===== src/rtl/spi_transfer_controller_if.sv =====
// Bundle of register-side and SPI-side signals for spi_transfer_controller.
// The master modport drives requests and strobes; the slave modport is the controller.
interface spi_transfer_controller_if #(
   parameter int DATA_WIDTH = 8
);
   logic                  i_start;
   logic [DATA_WIDTH-1:0] i_tx_data;
   logic                  i_mstr;
   logic                  i_sample_spi_data;
   logic                  i_setup_spi_data;
   logic                  i_miso;
   logic                  o_gen_reset;
   logic                  o_sclk_en;
   logic                  o_mosi;
   logic                  o_ss_n;
   logic                  o_busy;
   logic                  o_done;
   logic [DATA_WIDTH-1:0] o_rx_data;

   modport master (
      output i_start, i_tx_data, i_mstr,
      output i_sample_spi_data, i_setup_spi_data, i_miso,
      input  o_gen_reset, o_sclk_en, o_mosi,
      input  o_ss_n, o_busy, o_done, o_rx_data
   );

   modport slave (
      input  i_start, i_tx_data, i_mstr,
      input  i_sample_spi_data, i_setup_spi_data, i_miso,
      output o_gen_reset, o_sclk_en, o_mosi,
      output o_ss_n, o_busy, o_done, o_rx_data
   );
endinterface


===== src/rtl/spi_transfer_controller.sv =====
// Master-mode SPI word sequencer driven by clock-generator sample/setup strobes.
// Define SPI_LOOPBACK_EN to feed the rx shifter from o_mosi instead of i_miso.
module spi_transfer_controller #(
   parameter int DATA_WIDTH      = 8,
   parameter int SS_SETUP_CYCLES = 2,
   parameter int SS_HOLD_CYCLES  = 2
) (
   input  logic                    i_clk,
   input  logic                    i_reset,
   spi_transfer_controller_if.slave bus
);
   localparam logic [2:0] IDLE  = 3'd0;
   localparam logic [2:0] SETUP = 3'd1;
   localparam logic [2:0] XFER  = 3'd2;
   localparam logic [2:0] HOLD  = 3'd3;
   localparam logic [2:0] DONE  = 3'd4;

   localparam int SW   = $clog2(DATA_WIDTH + 1);
   localparam int CMAX = (SS_SETUP_CYCLES > SS_HOLD_CYCLES) ?
                         SS_SETUP_CYCLES : SS_HOLD_CYCLES;
   localparam int CW   = $clog2(CMAX + 1);

   localparam logic [SW-1:0] LAST_SMP  = SW'(DATA_WIDTH - 1);
   localparam logic [SW-1:0] FULL_SMP  = SW'(DATA_WIDTH);
   localparam logic [CW-1:0] SETUP_END = CW'(SS_SETUP_CYCLES - 1);
   localparam logic [CW-1:0] HOLD_END  = CW'(SS_HOLD_CYCLES - 1);

   logic [2:0]            state_q, state_d;
   logic [DATA_WIDTH-1:0] tx_shift_q, tx_shift_d;
   logic [DATA_WIDTH-1:0] rx_shift_q, rx_shift_d;
   logic [DATA_WIDTH-1:0] rx_data_q, rx_data_d;
   logic [SW-1:0]         sample_cnt_q, sample_cnt_d;
   logic [CW-1:0]         cyc_cnt_q, cyc_cnt_d;
   logic                  gen_reset_q, gen_reset_d;
   logic                  sclk_en_q, sclk_en_d;
   logic                  ss_n_q, ss_n_d;
   logic                  busy_q, busy_d;
   logic                  done_q, done_d;
   logic                  rx_bit;

`ifdef SPI_LOOPBACK_EN
   assign rx_bit = tx_shift_q[DATA_WIDTH-1];
`else
   assign rx_bit = bus.i_miso;
`endif

   always_comb begin
      state_d      = state_q;
      tx_shift_d   = tx_shift_q;
      rx_shift_d   = rx_shift_q;
      sample_cnt_d = sample_cnt_q;
      cyc_cnt_d    = cyc_cnt_q;
      unique case (state_q)
         IDLE: begin
            if (bus.i_start && bus.i_mstr) begin
               tx_shift_d   = bus.i_tx_data;
               rx_shift_d   = '0;
               sample_cnt_d = '0;
               cyc_cnt_d    = '0;
               state_d      = SETUP;
            end
         end
         SETUP: begin
            if (cyc_cnt_q == SETUP_END) begin
               cyc_cnt_d = '0;
               state_d   = XFER;
            end else begin
               cyc_cnt_d = cyc_cnt_q + 1'b1;
            end
         end
         XFER: begin
            // sample wins over a coincident setup strobe
            if (bus.i_sample_spi_data) begin
               rx_shift_d = {rx_shift_q[DATA_WIDTH-2:0], rx_bit};
               if (sample_cnt_q != FULL_SMP)
                  sample_cnt_d = sample_cnt_q + 1'b1;
               if (sample_cnt_q == LAST_SMP)
                  state_d = HOLD;
            end else if (bus.i_setup_spi_data &&
                         sample_cnt_q != '0 &&
                         sample_cnt_q < FULL_SMP) begin
               tx_shift_d = {tx_shift_q[DATA_WIDTH-2:0], 1'b0};
            end
         end
         HOLD: begin
            if (cyc_cnt_q == HOLD_END) begin
               cyc_cnt_d = '0;
               state_d   = DONE;
            end else begin
               cyc_cnt_d = cyc_cnt_q + 1'b1;
            end
         end
         DONE: state_d = IDLE;
         default: state_d = IDLE;
      endcase
   end

   // outputs are decoded from the next state so they register with it
   always_comb begin
      gen_reset_d = (state_d != XFER);
      sclk_en_d   = (state_d == XFER);
      ss_n_d      = !((state_d == SETUP) || (state_d == XFER) ||
                      (state_d == HOLD));
      busy_d      = (state_d != IDLE);
      done_d      = (state_d == DONE);
      rx_data_d   = (state_d == DONE) ? rx_shift_q : rx_data_q;
   end

   always_ff @(posedge i_clk) begin
      if (i_reset) begin
         state_q      <= IDLE;
         tx_shift_q   <= '0;
         rx_shift_q   <= '0;
         rx_data_q    <= '0;
         sample_cnt_q <= '0;
         cyc_cnt_q    <= '0;
         gen_reset_q  <= 1'b1;
         sclk_en_q    <= 1'b0;
         ss_n_q       <= 1'b1;
         busy_q       <= 1'b0;
         done_q       <= 1'b0;
      end else begin
         state_q      <= state_d;
         tx_shift_q   <= tx_shift_d;
         rx_shift_q   <= rx_shift_d;
         rx_data_q    <= rx_data_d;
         sample_cnt_q <= sample_cnt_d;
         cyc_cnt_q    <= cyc_cnt_d;
         gen_reset_q  <= gen_reset_d;
         sclk_en_q    <= sclk_en_d;
         ss_n_q       <= ss_n_d;
         busy_q       <= busy_d;
         done_q       <= done_d;
      end
   end

   assign bus.o_gen_reset = gen_reset_q;
   assign bus.o_sclk_en   = sclk_en_q;
   assign bus.o_mosi      = tx_shift_q[DATA_WIDTH-1];
   assign bus.o_ss_n      = ss_n_q;
   assign bus.o_busy      = busy_q;
   assign bus.o_done      = done_q;
   assign bus.o_rx_data   = rx_data_q;
endmodule


===== src/flat_wrapper.sv =====
// flat-port wrapper written by rule: the top's interface ports become plain ports
module spi_transfer_controller_flat 
#(
   parameter int DATA_WIDTH      = 8,
   parameter int SS_SETUP_CYCLES = 2,
   parameter int SS_HOLD_CYCLES  = 2
)
  (i_clk, i_reset, bus_i_start, bus_i_tx_data, bus_i_mstr, bus_i_sample_spi_data, bus_i_setup_spi_data, bus_i_miso, bus_o_gen_reset, bus_o_sclk_en, bus_o_mosi, bus_o_ss_n, bus_o_busy, bus_o_done, bus_o_rx_data);
  spi_transfer_controller_if #(.DATA_WIDTH(DATA_WIDTH)) bus_i ();
  input  logic i_clk;
  input  logic i_reset;
  input wire logic [$bits(bus_i.i_start)-1:0] bus_i_start;
  input wire logic [$bits(bus_i.i_tx_data)-1:0] bus_i_tx_data;
  input wire logic [$bits(bus_i.i_mstr)-1:0] bus_i_mstr;
  input wire logic [$bits(bus_i.i_sample_spi_data)-1:0] bus_i_sample_spi_data;
  input wire logic [$bits(bus_i.i_setup_spi_data)-1:0] bus_i_setup_spi_data;
  input wire logic [$bits(bus_i.i_miso)-1:0] bus_i_miso;
  output wire logic [$bits(bus_i.o_gen_reset)-1:0] bus_o_gen_reset;
  output wire logic [$bits(bus_i.o_sclk_en)-1:0] bus_o_sclk_en;
  output wire logic [$bits(bus_i.o_mosi)-1:0] bus_o_mosi;
  output wire logic [$bits(bus_i.o_ss_n)-1:0] bus_o_ss_n;
  output wire logic [$bits(bus_i.o_busy)-1:0] bus_o_busy;
  output wire logic [$bits(bus_i.o_done)-1:0] bus_o_done;
  output wire logic [$bits(bus_i.o_rx_data)-1:0] bus_o_rx_data;
  assign bus_i.i_start = bus_i_start;
  assign bus_i.i_tx_data = bus_i_tx_data;
  assign bus_i.i_mstr = bus_i_mstr;
  assign bus_i.i_sample_spi_data = bus_i_sample_spi_data;
  assign bus_i.i_setup_spi_data = bus_i_setup_spi_data;
  assign bus_i.i_miso = bus_i_miso;
  assign bus_o_gen_reset = bus_i.o_gen_reset;
  assign bus_o_sclk_en = bus_i.o_sclk_en;
  assign bus_o_mosi = bus_i.o_mosi;
  assign bus_o_ss_n = bus_i.o_ss_n;
  assign bus_o_busy = bus_i.o_busy;
  assign bus_o_done = bus_i.o_done;
  assign bus_o_rx_data = bus_i.o_rx_data;
  spi_transfer_controller #(.DATA_WIDTH(DATA_WIDTH), .SS_SETUP_CYCLES(SS_SETUP_CYCLES), .SS_HOLD_CYCLES(SS_HOLD_CYCLES)) u_core (.i_clk(i_clk), .i_reset(i_reset), .bus(bus_i));
endmodule

===== config.mk =====
export PLATFORM = sky130hd
export DESIGN_NAME = spi_transfer_controller_flat
export DESIGN_NICKNAME = d
export VERILOG_FILES = /design/src/rtl/spi_transfer_controller_if.sv /design/src/rtl/spi_transfer_controller.sv /design/src/flat_wrapper.sv
export SDC_FILE = /design/constraint.sdc
export NUM_CORES = 1
export LEC_CHECK = 0
export CAP_MARGIN = 0
export CELL_PAD_IN_SITES_DETAIL_PLACEMENT = 1
export CELL_PAD_IN_SITES_GLOBAL_PLACEMENT = 1
export CORE_ASPECT_RATIO = 0.9
export CORE_MARGIN = 2
export CORE_UTILIZATION = 41
export CTS_CLUSTER_DIAMETER = 80
export DETAILED_ROUTE_END_ITERATION = 6
export GPL_TIMING_DRIVEN = 0
export PLACE_DENSITY_LB_ADDON = 0.1
export SETUP_SLACK_MARGIN = 0.4
export SYNTH_ARGS = -nofsm -noshare
export SYNTH_HDL_FRONTEND = slang
export SYNTH_SLANG_ARGS = --single-unit

===== constraint.sdc =====
create_clock -name i_clk -period 4.25 [get_ports i_clk]
set_input_delay 0.425 -clock i_clk [delete_from_list [all_inputs] [get_ports i_clk]]
set_output_delay 0.425 -clock i_clk [all_outputs]
set_load 0.005 [all_outputs]

# == Yosys cells after proc, flatten, opt, wreduce, memory -nomap -nowiden ==
# Cells that the tools add are included.
# W data, S select, Z words.
# word_totals
output_inout_bits,14
word_cells,66
input_bits,15
regBits,38
# op_classes
n_reduce_logical,16
n_eq_ne,16
n_addsub,2
n_lt_le_gt_ge,1
mux,20
# ops
op,n
$mux W8,5
$pmux W8 S2,2
$mux W3,5
$eq A3 B2 Y1 const B,4
$mux W4,3
$pmux W3 S4,1
$pmux W4 S2,1
$reduce_and A4 Y1,2
$eq A3 B1 Y1 const B,2
$ne A2 B1 Y1 const B,3
$add A4 B1 Y4 const B,1
$eq A4 B3 Y1 const B,1
$lt A4 B4 Y1 const B,1
$mux W2,2
$ne A2 B2 Y1 const B,2
$ne A4 B4 Y1 const B,1
$pmux W2 S2,1
$reduce_bool A2 Y1,2
$reduce_bool A4 Y1,1
$eq A3 B3 Y1 const B,1
$logic_and A1 B1 Y1,3
$logic_not A3 Y1,1
$ne A3 B2 Y1 const B,1
$reduce_and A3 Y1,1
other kinds (7),8

# == Depth between registers and ports, before layout ==
# Gate-level depths: netlist of the first run.
# logic_depth
word_depth,8
mapped_depth,7
mapped_depth_nobuf,6

# == Worst setup path before layout of the first run ==
# Ideal clock, no wire load.
# synth_path
path_type,register to register
start,register u_core.state_q[0]
end,register u_core.sample_cnt_q[1]
path_stages_with_launch,7
path_buffers,3
path_slack_ps,2729
setup_time_ps,67
required_time_ps,4183
t_arrival_ps,1453
path_cell_list,dfxtp_1 buf_6 or4_1 buf_6 buf_6 a21o_1 a21oi_2
# synth_between
elab_chain_cells,3
elab_cells_between_ends,8
# synth_rtl
item,line,text
start: declaration,spi_transfer_controller.sv:28,"logic [2:0] state_q, state_d;"
start signal: assignment,spi_transfer_controller.sv:123,state_q <= state_d;
$eq A3 B2 Y1 / $logic_not A3 Y1 (equally long branches),spi_transfer_controller.sv:53,unique case (state_q)
"$ne A2 B1 Y1 (no source line), or another cell as far along",-,
$reduce_and A4 Y1 (no source line),-,
end signal: assignment,spi_transfer_controller.sv:127,sample_cnt_q <= sample_cnt_d;
end: declaration,spi_transfer_controller.sv:32,"logic [SW-1:0] sample_cnt_q, sample_cnt_d;"
# Parallel ways exist; a longest one is shown, timed or not.
# A chain may end at the register's enable or synchronous reset.

# == Final worst setup path of the first run ==
# layout_path
start,register u_core.state_q[1]
end,register u_core.tx_shift_q[1]
# layout_between
elab_chain_cells,3
elab_cells_between_ends,8
# layout_rtl
item,line,text
$eq A3 B2 Y1 / $logic_not A3 Y1 (equally long branches),spi_transfer_controller.sv:53,
"$ne A2 B1 Y1 (no source line), or another cell as far along",-,
$reduce_and A4 Y1 (no source line),-,
end signal: assignment,spi_transfer_controller.sv:124,tx_shift_q <= tx_shift_d;
end: declaration,spi_transfer_controller.sv:29,"logic [DATA_WIDTH-1:0] tx_shift_q, tx_shift_d;"
# Parallel ways exist; a longest one is shown, timed or not.

==> flow_metrics.py, run 1 <==
metrics = {
    "outcome": {
        "status": "completed",
    },
    "layout": {
        "fin_area_sq_um": 2036,
        "syn_to_final_growth_pct": 28.11,
        "diodes": 0,
        "final_common_cell": "dfxtp_1",
        "drive_gt1_share_pct": 9.135,
        "final_nets": 224,
        "layout_common_cells": "38 x dfxtp_1, 28 x clkdlybuf4s50_1, 20 x nor3_1",
    },
    "logic_synthesis": {
        "synth.distinct_cells": 32,
        "yosys_warnings": 0,
        "ys_seq_elements": 38,
        "synthFlopType": "dfxtp_1",
        "synth_edf_count": 0,
        "netlist_area_sq_um": 1589,
        "synth_area_per_cell_sq_um": 9.239,
        "ys_seq_area_share_pct": 47.87,
        "synth_nets": 189,
        "syn_inst": 172,
        "async_flop_share_pct": 0,
    },
    "placement": {
        "place.detailed.hpwl_microns": 2624,
        "io_buffers": 28,
        "dpl_worst_slack_ns": 2.028,
        "placed_cell_area_sq_um": 1927,
        "place.gp.congestion": 0.7837,
    },
    "min_path": {
        "hold_path_class": "reg2reg",
    },
    "setup_path": {
        "crit_required_ns": 4.41,
        "critPathCaptureType": "register",
        "path_class": "reg2reg",
        "start_kind": "register",
        "cp_slowest_stage_delay_ns": 0.54,
        "cp_slowest_cell": "nor3b_2",
        "critPathArrivalTime_ns": 2.16,
        "crit_chain": "nor3b_2 > nand4_1 > a221oi_1 > nor3_1",
        "cp_max_fo": 8,
    },
    "timing": {
        "max_freq_mhz": 499.4,
        "timing.final.ws_setup_ns": 2.247,
        "finalCritPeriodShare_pct": 47.12,
        "hold_ws_ns": 0.4631,
        "grt_setup_unrepaired": "no",
        "hold_viol": 0,
        "finClkSkew_ns": 0.009611,
        "slew_violations": 0,
        "worst_pin_slew_ns": 0.7359,
        "min_period_ns": 2.003,
        "setup_tns_ns": 0,
        "setup_viol": 0,
        "slew_headroom_pct": 50.49,
    },
    "clocking": {
        "cts_sinks": 38,
        "cts_root_buffer": "clkbuf_8",
        "cts_tree": "yes",
        "cts.path.max_buffers": 2,
        "postCtsSetupRepairBufs": 0,
        "cts.repair.resized": 0,
        "clock_latency_ns": 0.29,
        "ctsHoldBuffers": 0,
        "clk_pin_slew_ns": 0.07,
        "cts_buffers": 5,
        "cts.htree.levels": 2,
    },
    "floorplan": {
        "die_w_microns": 69.62,
        "die_area_sq_um": 4390,
        "initial_utilization_pct": 42.59,
        "rows": 21,
        "core_area_sq_um": 3731,
        "fp.dieH_microns": 63.06,
        "io_pins": 29,
    },
    "global_routing": {
        "grt_overflow_total": 0,
        "grt_pass1_wl_microns": 6658,
        "grtUsageTotal_pct": 18.68,
        "grt_pass1_vias": 1425,
        "antenna_found_initial": 0,
        "grt_max_degree": 13,
    },
    "power_and_ir_drop": {
        "total_power_mw": 0.7363,
        "powerDensity_nw_per_um2": 361.7,
        "leakagePower_nw": 0.7122,
        "peakVddDrop_mv": 0.2664,
    },
    "route": {
        "viasPerCell": 5.311,
        "ant_nets": 0,
        "routed_wl_microns": 3790,
        "drt_iter0_drc": 90,
        "wl_per_cell_microns": 14.92,
        "firstDrtPassIters": 4,
        "drc": 0,
        "vias": 1349,
    },
    "run": {
        "max_cap_viol_count": 0,
    },
}
worst max-delay path: cells and delay by family, from the launching register on:
kind | cells | cell delay (ns)
AO/OA/AOI/OAI | 1 | 0.39
flip-flops | 1 | 0.46
AND/OR/NAND/NOR | 3 | 1.02
where the power goes:
group	switching (mW)	internal (mW)
clock	0.127	0.173
sequential	0.00526	0.365
combinational	0.0307	0.0356
total	0.163	0.574
through the flow:
step | instances | util [%]
after floorplan | 172 | -
after global placement | 246 | 51.64
after detailed placement | 246 | 51.64
after CTS | 254 | 54.56
after global routing | 254 | 54.56
final | 254 | 54.56
final timing paths:
| path | start | to | slack (ns) | cells after the start |
|---|---|---|---|---|
| setup / recovery | u_core.state_q[1] | u_core.tx_shift_q[1] | 2.25 | 4 |
| hold / removal | u_core.cyc_cnt_q[1] | u_core.cyc_cnt_q[1] | 0.46 | 2 |
| setup reg to reg | u_core.state_q[1] | u_core.tx_shift_q[1] | 2.25 | 4 |
| hold reg to reg | u_core.cyc_cnt_q[1] | u_core.cyc_cnt_q[1] | 0.46 | 2 |
layout make-up:
type,count,area [sq um]
inverters,4,15.01
fillers,445,1695
flip-flops and latches,38,760.7
well taps,46,57.56
clock inverters,3,40.04
multi-input cells,118,734.5
repair buffers,28,280.3
clock buffers,5,68.82
plain buffers,12,78.83
routing by layer:
metal / track usage [%] / up-vias / wire [microns]
met2: 31.01 / 36 / 1846
met5: 0 / - / 0
met4: 5.288 / 0 / 35
li1: - / 672 / -
met1: 24.40 / 636 / 1733
met3: 4.480 / 5 / 175
sequential cells by signal, indices dropped and copies added (netlist names):
signal,cells
u_core.tx_shift_q,8
u_core.bus.o_gen_reset,1
u_core.rx_shift_q,8
u_core.state_q,3
u_core.bus.o_done,1
u_core.cyc_cnt_q,2
u_core.bus.o_busy,1
u_core.sample_cnt_q,4
u_core.bus.o_sclk_en,1
u_core.bus.o_rx_data,8
u_core.bus.o_ss_n,1
Yosys cell counts (all sizes together) (2+ instances only):
cell type  number  area [sq um]
dfxtp          38         760.7
nor3           20         100.1
nand2          14         52.55
nor2b          11         68.82
a21oi          10         53.80
mux2i          10         100.1
nor2           10         37.54
nand3           9         45.04
buf             8         63.80
a221oi          7         61.31
clkbuf          4         15.01
inv             4         15.01
o21ai           4         20.02
xnor2           4         35.03
and2            2         12.51
ha              2         25.02
nand2b          2         12.51
nand4           2         12.51
nor3b           2         20.02
logic make-up (layout without fill, tap and decap cells):
logic type      after synthesis  in the layout  share of synthesized area [%]
compound gates               24             24                          10.00
xor+xnor                      4              4                          2.204
fa+ha+maj                     2              2                          1.575
buf+inv                      16             52                          5.904
flops                        38             38                          47.87
mux                          10             10                          6.299
simple gates                 78             78                          26.14
Power figures use the tool's default switching activity.
==> run 2, diff against run 1 <==
--- a/config.mk
+++ b/config.mk
@@ -10,7 +10,7 @@
 export CELL_PAD_IN_SITES_GLOBAL_PLACEMENT = 1
 export CORE_ASPECT_RATIO = 0.9
 export CORE_MARGIN = 2
-export CORE_UTILIZATION = 41
+export CORE_UTILIZATION = 35
 export CTS_CLUSTER_DIAMETER = 80
 export DETAILED_ROUTE_END_ITERATION = 6
 export GPL_TIMING_DRIVEN = 0
==> constraint.sdc (replaced) <==
create_clock -name i_clk -period 1.8 [get_ports i_clk]
set_input_delay 0.18 -clock i_clk [delete_from_list [all_inputs] [get_ports i_clk]]
set_output_delay 0.18 -clock i_clk [all_outputs]
set_load 0.005 [all_outputs]
==> run 2 against run 1 <==
Register-to-register slack worse by 2.0 ns. Utilization down 1.1 points. Clock-buffer cell count unchanged. Clock skew down 0.0044 ns. Sequential power up 140%. Design area up 16%. Hold slack worse by 0.0050 ns. Sequential share of layout area down 4.7 points. Global-route usage up 0.40 points. Critical path depth up 1. Critical endpoint is now u_core.sample_cnt_q[1].
==> flow_metrics.py, run 2 (synthesis gave the netlist of run 1 again) <==
metrics = {
    "layout": {
        "diodes": 0,
        "layout_common_cells": "34 x dfxtp_1, 26 x clkdlybuf4s50_1, 20 x nor3_1",
        "drive_gt1_share_pct": 27.23,
        "fillers": 514,
        "final_core_util_pct": 53.45,
        "fin_area_sq_um": 2354,
        "final_nets": 241,
        "syn_to_final_growth_pct": 48.11,
        "final_common_cell": "dfxtp_1",
        "stdcell_count": 286,
        "multi_input_area_sq_um": 853.3,
        "seq_area_sq_um": 768.2,
    },
    "power_and_ir_drop": {
        "total_power_mw": 1.646,
        "p_seq_share_pct": 53.3,
        "switching_share_pct": 24.64,
        "clock_power_share_pct": 33.8,
        "leakagePower_nw": 0.8422,
        "share_comb_of_total_power_pct": 12.8,
        "switching_power_mw": 0.4057,
        "peakVddDrop_mv": 0.3176,
        "internal-power_mw": 1.241,
        "powerDensity_nw_per_um2": 699.6,
    },
    "global_routing": {
        "grtUsageTotal_pct": 19.08,
        "grt_max_degree": 12,
        "antenna_found_initial": 0,
        "grt_overflow_total": 0,
        "grt_pass1_wl_microns": 7196,
        "grt_pass1_vias": 1414,
    },
    "placement": {
        "place.detailed.hpwl_microns": 2848,
        "io_buffers": 28,
        "dpl_worst_slack_ns": -0.1199,
        "placed_cell_area_sq_um": 1961,
        "place.gp.congestion": 0.7211,
        "place_inst": 262,
    },
    "floorplan": {
        "core_area_sq_um": 4403,
        "fp.dieH_microns": 67.92,
        "io_pins": 29,
        "rows": 23,
        "die_w_microns": 75.03,
        "initial_utilization_pct": 36.09,
        "die_area_sq_um": 5096,
    },
    "timing": {
        "finalCritPeriodShare_pct": 87.46,
        "timing.final.ws_setup_ns": 0.2258,
        "grt_setup_unrepaired": "yes",
        "slew_headroom_pct": 64.63,
        "hold_viol": 0,
        "min_period_ns": 1.574,
        "slew_violations": 0,
        "setup_viol": 0,
        "worst_pin_slew_ns": 0.5306,
        "finClkSkew_ns": 0.005169,
        "max_freq_mhz": 635.2,
    },
    "setup_path": {
        "cp_max_fo": 6,
        "worstSetupStartpoint": "u_core.state_q[2]",
        "cp_slowest_stage_delay_ns": 0.58,
        "worst-r2r-setup-slack_ns": 0.23,
        "r2r_end": "u_core.sample_cnt_q[1]",
        "critPathArrivalTime_ns": 1.80,
        "cp_top_family": "simple AND/OR/NAND/NOR gates",
        "critPathCaptureType": "register",
        "cp_common_cell": "buf_8",
        "path_class": "reg2reg",
        "crit_required_ns": 2.02,
        "cp.buffers_inverters": 2,
        "start_kind": "register",
        "cp_slowest_cell": "or4_4",
        "r2r_start": "u_core.state_q[2]",
        "r2r_cells": 5,
        "crit_chain": "or4_4 > buf_8 > buf_8 > a21o_1 > a21oi_2",
    },
    "route": {
        "vias": 1430,
        "routed_wl_microns": 4476,
        "drt_iter0_drc": 64,
        "firstDrtPassIters": 4,
        "ant_nets": 0,
        "viasPerCell": 5.000,
        "drc": 0,
        "wl_per_cell_microns": 15.65,
    },
    "clocking": {
        "ctsHoldBuffers": 0,
        "cts_buffers": 5,
        "cts.path.max_buffers": 2,
        "cts_tree": "yes",
        "clk_pin_slew_ns": 0.07,
        "cts.htree.levels": 2,
        "cts_root_buffer": "clkbuf_8",
        "cts_sinks": 38,
        "clock_latency_ns": 0.29,
    },
    "min_path": {
        "whs_endpoint": "u_core.rx_shift_q[0]",
        "hold_start": "bus_i_miso",
        "min_path_cells": 3,
        "hold_path_class": "in2reg",
    },
    "run": {
        "max_cap_viol_count": 0,
    },
    "outcome": {
        "status": "completed",
    },
}
==> run 2: changes by cell type in the layout (fill, tap and decap cells not counted), sizes merged <==
cell / previous run / this run
dlygate4sd2: 0 / 2
buf: 8 / 25
clkdlybuf4s50: 28 / 26
bufinv: 1 / 0
==> run 2: worst min-delay path: stages <==
cell,delay (ns)
clkdlybuf4s50_1,0.40
nand2_1,0.06
a21oi_1,0.05
==> run 2: worst max-delay path by stage <==
stage	slack (ns)	endpoint	depth (start not counted)
finish	0.23	u_core.sample_cnt_q[1]	5
global route	0.16	u_core.bus.o_sclk_en	7
CTS	0.23	u_core.sample_cnt_q[1]	5
detailed placement	-0.12	u_core.tx_shift_q[7]	6
global placement	-0.11	u_core.tx_shift_q[4]	6
floorplan	0.34	u_core.tx_shift_q[5]	4
==> run 2: timing repair <==
item / in CTS / in global routing
cloned: 4 / 0
setup endpoints to repair: 35 / 36
pin swaps: 13 / 10
buffers inserted: 8 / 5
resized for setup: 33 / 9
==> run 2: cell type report <==
type                            count  share of cell area (%)
Buffer                             12                   4.147
Clock buffer                        5                   2.924
Clock inverter                      2                  0.4253
Inverter                            4                  0.6380
Multi-Input combinational cell    118                   36.26
Sequential cell                    38                   32.64
Tap cell                           62                   3.296
Timing Repair Buffer               45                   19.67
==> run 2: through the flow <==
| step | setup TNS [ns] | hold WS (ns) |
|---|---|---|
| detailed placement | -0.9025 | 0.4667 |
| global route | 0 | 0.5002 |
| CTS | 0 | 0.4435 |
| global placement | -0.7224 | 0.4307 |
| floorplan | 0 | 0.2419 |
| finish | 0 | 0.4581 |
==> run 2: power groups by stage <==
stage / Combinational, mW / Clock [mW] / Sequential [mW]
floorplan: 0.0900 / 0 / 0.891
global placement: 0.153 / 0 / 0.893
detailed placement: 0.159 / 0 / 0.894
CTS: 0.198 / 0.565 / 0.878
global route: 0.230 / 0.605 / 0.880
finish: 0.211 / 0.557 / 0.878
==> run 2: routing by layer <==
layer / routed length (microns) / global-route usage (%) / share of wire (%)
met5: 0 / 0 / 0
met4: 65 / 6.696 / 1.5
met3: 201 / 4.418 / 4.5
met2: 2180 / 31.47 / 49
met1: 2029 / 24.41 / 45
